**config.mk**
```make
export PLATFORM = sky130hd
export DESIGN_NAME = shift_add_mul_ctrl
export DESIGN_NICKNAME = d
export VERILOG_FILES = /design/src/rtl/mul_pkg.sv /design/src/rtl/shift_add_mul_ctrl.sv
export SDC_FILE = /design/constraint.sdc
export NUM_CORES = 1
export LEC_CHECK = 0
export BUFFER_PORTS_ARGS = -buffer_cell sky130_fd_sc_hd__clkbuf_2
export CAP_MARGIN = 10
export CELL_PAD_IN_SITES_DETAIL_PLACEMENT = 1
export CELL_PAD_IN_SITES_GLOBAL_PLACEMENT = 2
export CORE_MARGIN = 5
export CORE_UTILIZATION = 35
export CTS_BUF_LIST = sky130_fd_sc_hd__clkbuf_8 sky130_fd_sc_hd__clkbuf_16
export DETAILED_ROUTE_END_ITERATION = 16
export MAX_ROUTING_LAYER = met4
export PLACE_DENSITY_LB_ADDON = 0.1
export SYNTH_ARGS = -nofsm -noshare
export SYNTH_HDL_FRONTEND = slang
export SYNTH_SLANG_ARGS = --single-unit
```
**constraint.sdc**
```tcl
create_clock -name clk -period 3.1 [get_ports clk]
set_clock_uncertainty 0.1 [all_clocks]
set_input_delay 0.465 -clock clk [delete_from_list [all_inputs] [get_ports clk]]
set_output_delay 0.465 -clock clk [all_outputs]
set_load 0.005 [all_outputs]
```
**src/rtl/mul_pkg.sv**
```systemverilog
// Shared encodings and default sizes for the shift-and-add multiplier controller.
// Purely declarative: no latency, no flow control.
package mul_pkg;
  localparam int MUL_WIDTH = 8;
  localparam int MUL_CNT_W = 4;

  typedef enum logic [1:0] {
    S_IDLE = 2'd0,
    S_RUN  = 2'd1,
    S_DONE = 2'd2
  } state_t;
endpackage

```
**src/rtl/shift_add_mul_ctrl.sv**
```systemverilog
// Unsigned WIDTHxWIDTH shift-and-add multiplier sequencing an external adder, one bit per cycle.
// done pulses WIDTH+1 cycles after an accepted start; start is ignored while busy.
module shift_add_mul_ctrl
  import mul_pkg::*;
#(
  parameter int WIDTH = MUL_WIDTH,
  parameter int CNT_W = MUL_CNT_W
) (
  input  logic               clk,
  input  logic               rst,
  input  logic               start,
  input  logic [WIDTH-1:0]   multiplicand,
  input  logic [WIDTH-1:0]   multiplier,
  output logic [WIDTH-1:0]   add_a,
  output logic [WIDTH-1:0]   add_b,
  input  logic [WIDTH-1:0]   add_s,
  output logic               busy,
  output logic               done,
  output logic [2*WIDTH-1:0] product
);

  state_t               state_q, state_d;
  logic [WIDTH-1:0]     a_q, a_d;
  logic [WIDTH-1:0]     q_q, q_d;
  logic [WIDTH-1:0]     m_q, m_d;
  logic [CNT_W-1:0]     cnt_q, cnt_d;
  logic [2*WIDTH-1:0]   prod_q, prod_d;
  logic                 carry;
  logic [2*WIDTH-1:0]   shifted;

  always_comb begin
    state_d = state_q;
    a_d     = a_q;
    q_d     = q_q;
    m_d     = m_q;
    cnt_d   = cnt_q;
    prod_d  = prod_q;
    add_a   = '0;
    add_b   = '0;
    carry   = 1'b0;
    shifted = '0;
    case (state_q)
      S_RUN: begin
        add_a   = a_q;
        add_b   = q_q[0] ? m_q : '0;
        // The adder has no carry-out; a wrapped sum is smaller than either operand.
        carry   = q_q[0] & (add_s < a_q);
        shifted = {carry, add_s, q_q[WIDTH-1:1]};
        {a_d, q_d} = shifted;
        cnt_d   = cnt_q + CNT_W'(1);
        if (cnt_q == CNT_W'(WIDTH - 1)) begin
          prod_d  = shifted;
          state_d = S_DONE;
        end
      end
      default: begin
        state_d = S_IDLE;
        if (start) begin
          m_d     = multiplicand;
          q_d     = multiplier;
          a_d     = '0;
          cnt_d   = '0;
          state_d = S_RUN;
        end
      end
    endcase
  end

  always_ff @(posedge clk or posedge rst) begin
    if (rst) begin
      state_q <= S_IDLE;
      a_q     <= '0;
      q_q     <= '0;
      m_q     <= '0;
      cnt_q   <= '0;
      prod_q  <= '0;
    end else begin
      state_q <= state_d;
      a_q     <= a_d;
      q_q     <= q_d;
      m_q     <= m_d;
      cnt_q   <= cnt_d;
      prod_q  <= prod_d;
    end
  end

  assign busy    = (state_q == S_RUN);
  assign done    = (state_q == S_DONE);
  assign product = prod_q;

endmodule

```
# --- Word level (Yosys, flattened, before mapping) ---
# Index checks and enable logic that the tools add are counted.
op_classes:
  n_addsub: 1
  multipliers: 0
  div: 0
  order_cmp: 1
  eq_ne: 4
  shift: 0
  muxes: 12
  bitwise_logic: 2
  n_reduce_logical: 3
op_table:
  columns: ["operator", "n"]
  rows:
  - ["2-to-1 mux 8 bit", 7]
  - ["less-than comparator 8 bit", 1]
  - ["2-to-1 mux 4 bit", 2]
  - ["adder 4 x 1 -> 4 bit, second input constant", 1]
  - ["equality test 4 x 3 -> 1 bit, second input constant", 1]
  - ["2-to-1 mux 2 bit", 2]
  - ["AND reduction 2 bit", 2]
  - ["equality test 2 x 1 -> 1 bit, second input constant", 1]
  - ["equality test 2 bit, second input constant", 1]
  - ["inequality test 2 x 1 -> 1 bit, second input constant", 1]
  - ["nonzero test 2 bit", 1]
  - ["bitwise AND 1 bit", 1]
  - ["2-to-1 mux 1 bit", 1]
  - ["NOT 1 bit", 1]
totals:
  regBits: 46
  latchBits: 0
  ramBits: 0
  rom_bits: 0
  inputBits: 27
  out_inout_bits: 34
  wordCells: 29
  memories: 0

# --- Depth between registers and ports, before layout ---
depth:
  ltp_word: 3
  ltp_mapped: 7
  ltp_nobuf: 6

# --- Least setup slack after synthesis ---
# Ideal clock, no wire load.
synth_timing:
  path_type: "reg-to-reg"
  from: "register state_q[1]"
  to: "register prod_q[0], in the netlist product[0]"
  setup_time_ns: 0.125
  arrival_ns: 1.377
  required_ns: 2.875
  setup_slack_ns: 1.498
  stages_incl_launch_ff: 8
  path_buffers: 2
  period_less_slack_ns: 1.602
  cell_sequence: "dfrtp_1 -> nand2b_4 -> inv_4 -> nand2_2 -> nor3b_2 -> buf_4 -> buf_12 -> mux2_4"
synth_via:
  elab_chain_cells: 2
synth_rtl:
  columns: ["item", "line_no", "text"]
  rows:
  - ["start: declaration", "shift_add_mul_ctrl.sv:22", "state_t state_q, state_d;"]
  - ["start signal: assignment", "shift_add_mul_ctrl.sv:78", "state_q <= state_d;"]
  - ["equality test 2 x 1 -> 1 bit", "shift_add_mul_ctrl.sv:42", "case (state_q)"]
  - ["AND reduction 2 bit (no line)", null, null]
  - ["end signal: assignment", "shift_add_mul_ctrl.sv:83", "prod_q <= prod_d;"]
  - ["end: declaration", "shift_add_mul_ctrl.sv:27", "logic [2*WIDTH-1:0] prod_q, prod_d;"]
# Every way passes these cells.
# A chain may end at the register's enable or synchronous reset.

# --- Worst setup path in the final report ---
layout_timing:
  from: "register state_q[1]"
  to: "output port add_b[5]"
layout_via:
  elab_chain_cells: 2
layout_rtl:
  columns: ["item", "line_no", "text"]
  rows:
  - ["equality test 2 x 1 -> 1 bit", "shift_add_mul_ctrl.sv:42", null]
  - ["2-to-1 mux 8 bit", "shift_add_mul_ctrl.sv:42", null]
  - ["end: declaration", "shift_add_mul_ctrl.sv:15", "output logic [WIDTH-1:0] add_b,"]
# Every way passes these cells.

==> flow_summary.json <==
{
  "initial_antenna_violation_count": 0,
  "yosys_warnings": 0,
  "dieArea_um2": 7790,
  "post-layout-total-power_uw": 2580,
  "worst_setup_path_startpoint": "state_q[1]",
  "clock_power_share_pct": 17.1,
  "synth.net_count": 217,
  "critical_path_required_ps": 2530,
  "p_comb_share_pct": 41.6,
  "critical_path_start_end_classification": "reg2out",
  "placementRows": 28,
  "path_clk_slew_ps": 90,
  "power.sequential.fraction_pct": 41.3,
  "wl_per_cell_um": 16.4,
  "drive_gt1_share_pct": 40.3,
  "gp_congestion": 0.760,
  "mean_post_synth_cell_area_um2": 11.8,
  "reg_area_um2": 1150,
  "slew_headroom_pct": 34.8,
  "largest_net_degree_at_the_start_of_global_routing": 47,
  "tritoncts_clock_tree": "built",
  "max_clk_rate_mhz": 443,
  "root_buffer": "sky130_fd_sc_hd__clkbuf_8",
  "area_delta_synth_final_pct": 21.7,
  "track_usage_pct": 15.1,
  "holdWs_ps": 264,
  "floorplan.io_pins": 61,
  "cts-buffers-inserted": 5,
  "yosys.area_share.adder_pct": 4.67,
  "post_cts_hold_buffer_count": 0,
  "die_x_um": 88.3,
  "route.detailed.drc": 0,
  "count_of_h_tree_levels_built_during_cts": 2,
  "finalHoldViolCount": 0,
  "cell_internal_pwr_uw": 1650,
  "final_common_cell": "sky130_fd_sc_hd__clkbuf_2",
  "fp.coreArea_um2": 5920,
  "route.antenna.remaining_nets": 0,
  "final_max_slew_viol_count": 0,
  "clkLatencyLatePin_ps": 300,
  "crit_path_end_kind": "primary output",
  "layout.cells.most_common_list": "60 x sky130_fd_sc_hd__clkbuf_2, 46 x sky130_fd_sc_hd__dfrtp_1, 21 x sky130_fd_sc_hd__nand2_1",
  "fin_crit_sh_pct": 72.7,
  "maxCapViolations": 0,
  "worst_setup_path_start_kind": "flop",
  "setup_repair_after_global_routing_missed_its_margin": "false",
  "hold_class": "in2async",
  "drc_marker_count_from_the_first_detailed_route_iteration": 51,
  "post_synthesis_cell_type_count": 30,
  "synth_simple_gate_area_share_pct": 11.7,
  "powerDensity_nw_per_um2": 988,
  "synth-xor-area-share_pct": 0.409,
  "routed_wl_um": 5200,
  "cts.sinks": 46,
  "post_layout_nonfiller_instances": 318,
  "worst-slew-pin-transition_ps": 976,
  "setup_viol_count_final": 0,
  "worst-endpoint-arrival_ps": 1690,
  "yosys-mux-area-fraction_pct": 17.5,
  "power.share.switching_pct": 36.0,
  "dr.pass1.iters": 4,
  "p_leak_uw": 0.00133,
  "area_of_combinational_cells_with_multiple_inputs_um2": 898,
  "portBuffers": 60,
  "netlist_area_um2": 2140,
  "period_needed_ps": 2260,
  "numPlacedInstances": 310,
  "die_y_um": 88.3,
  "synth_area_leader_cell": "sky130_fd_sc_hd__dfrtp_1",
  "synth_cells": 182,
  "synth.top_cells.by_area": "sky130_fd_sc_hd__dfrtp_1 54%, sky130_fd_sc_hd__mux2_2 8.4%, sky130_fd_sc_hd__mux2_4 4.9%",
  "yosysTopAreaCellShare_pct": 53.7,
  "worstReg2RegStart": "state_q[1]",
  "synth_seq_area_share_pct": 53.7,
  "starting_utilization_of_the_core_area_pct": 36.2,
  "outcome": "finished, final reports clean",
  "via_count_of_the_first_global_routing_pass": 1779,
  "power_switching_uw": 927,
  "synthesized_area_fraction_occupied_by_ao_oa_aoi_and_oai_cells_pct": 7.30,
  "ir_worst_vdd_v": 0.000336,
  "dpl.hpwl_um": 3780,
  "cts_buffer_depth": 2,
  "cp_max_fo": 43,
  "grt_first_pass_wirelength_um": 8740,
  "synth_top_family_by_area": "multiplexers",
  "nFillCells": 657,
  "routed-via-count": 1572,
  "detail_route.vias_per_cell": 4.94,
  "finalNetCount": 277,
  "grt_overflow_total": 0,
  "register_bit_total_from_synthesis": 46,
  "cts_setup_buffers": 0,
  "postCtsResizedCells": 0,
  "finalSetupTns_ps": 0,
  "antenna-diode-count": 0
}
==> through the flow <==
stage | util [%] | setup slack (ps) | instance area (um2)
after global routing | 44.0 | 678 | 2610
after floorplan | - | 1450 | 2140
after CTS | 44.0 | 803 | 2610
after global placement | 42.2 | 1010 | 2500
final | 44.0 | 845 | 2610
after detailed placement | 42.2 | 944 | 2500
==> cell families after synthesis <==
group           count (synthesis)
mux                            32
xor+xnor                        1
fa+ha+maj                       8
compound gates                 26
simple gates                   50
flops                          46
buf+inv                        19
==> cells in the mapped netlist <==
master / number
sky130_fd_sc_hd__a211oi_1: 1
sky130_fd_sc_hd__and2_1: 1
sky130_fd_sc_hd__and3_1: 8
sky130_fd_sc_hd__and4b_1: 1
sky130_fd_sc_hd__buf_12: 1
sky130_fd_sc_hd__buf_2: 5
sky130_fd_sc_hd__buf_4: 1
sky130_fd_sc_hd__clkbuf_1: 2
sky130_fd_sc_hd__dfrtp_1: 46
sky130_fd_sc_hd__ha_1: 8
sky130_fd_sc_hd__inv_1: 9
sky130_fd_sc_hd__inv_4: 1
sky130_fd_sc_hd__mux2_2: 16
sky130_fd_sc_hd__mux2_4: 7
sky130_fd_sc_hd__mux2i_1: 9
sky130_fd_sc_hd__nand2_1: 21
sky130_fd_sc_hd__nand2_2: 1
sky130_fd_sc_hd__nand2b_1: 2
sky130_fd_sc_hd__nand2b_4: 1
sky130_fd_sc_hd__nand3_1: 2
sky130_fd_sc_hd__nor2_1: 10
sky130_fd_sc_hd__nor2b_1: 1
sky130_fd_sc_hd__nor3b_1: 1
sky130_fd_sc_hd__nor3b_2: 1
sky130_fd_sc_hd__o2111ai_1: 1
sky130_fd_sc_hd__o211ai_1: 1
sky130_fd_sc_hd__o21a_1: 1
sky130_fd_sc_hd__o21ai_0: 16
sky130_fd_sc_hd__o31ai_1: 6
sky130_fd_sc_hd__xor2_1: 1
==> critical path, stage by stage (launching register included) <==
cell and delay [ps]:
sky130_fd_sc_hd__dfrtp_1 390, sky130_fd_sc_hd__nand2b_4 220, sky130_fd_sc_hd__inv_4 80, sky130_fd_sc_hd__buf_4 360, sky130_fd_sc_hd__and3_1 220, sky130_fd_sc_hd__clkbuf_2 110
==> flip-flops by register name, summed over array words and instances (netlist names) <==
signal,count
product,16
a_q,8
m_q,8
q_q,8
cnt_q,4
state_q,2
==> per-layer routing <==
layer,GRT usage (%),wire [um],share of wire (%),vias up
li1,-,-,-,748
met1,19.2,2330,45,783
met2,23.9,2550,49,35
met3,3.72,261,5.0,6
met4,4.53,61,1.2,0
met5,-,0,0,-
==> layout make-up <==
cell class | instances | share of cell area, %
Clock buffer | 5 | 2.64
Inverter | 10 | 1.54
Sequential cell | 46 | 44.1
Multi-Input combinational cell | 117 | 34.5
Timing Repair Buffer | 62 | 12.1
Tap cell | 75 | 3.60
Clock inverter | 3 | 1.54
==> power by group through the flow <==
stage | Sequential (uW) | Combinational [uW] | Clock, uW
5_1_grt | 1100 | 1220 | 478
3_5_place_dp | 1080 | 1100 | 0
3_3_place_gp | 1060 | 1060 | 0
4_1_cts | 1070 | 1110 | 455
2_1_floorplan | 1030 | 707 | 0
6_report | 1060 | 1070 | 440
==> final timing paths <==
path,endpoint,slack [ps],cells after the start
setup / recovery,add_b[5],840,5
hold / removal,q_q[6],260,2
setup reg to reg,product[7],960,6
hold reg to reg,m_q[1],400,1
max in group asynchronous,product[15],2020,2
min in group clk,m_q[0],300,2
Power figures use the tool's default switching activity.
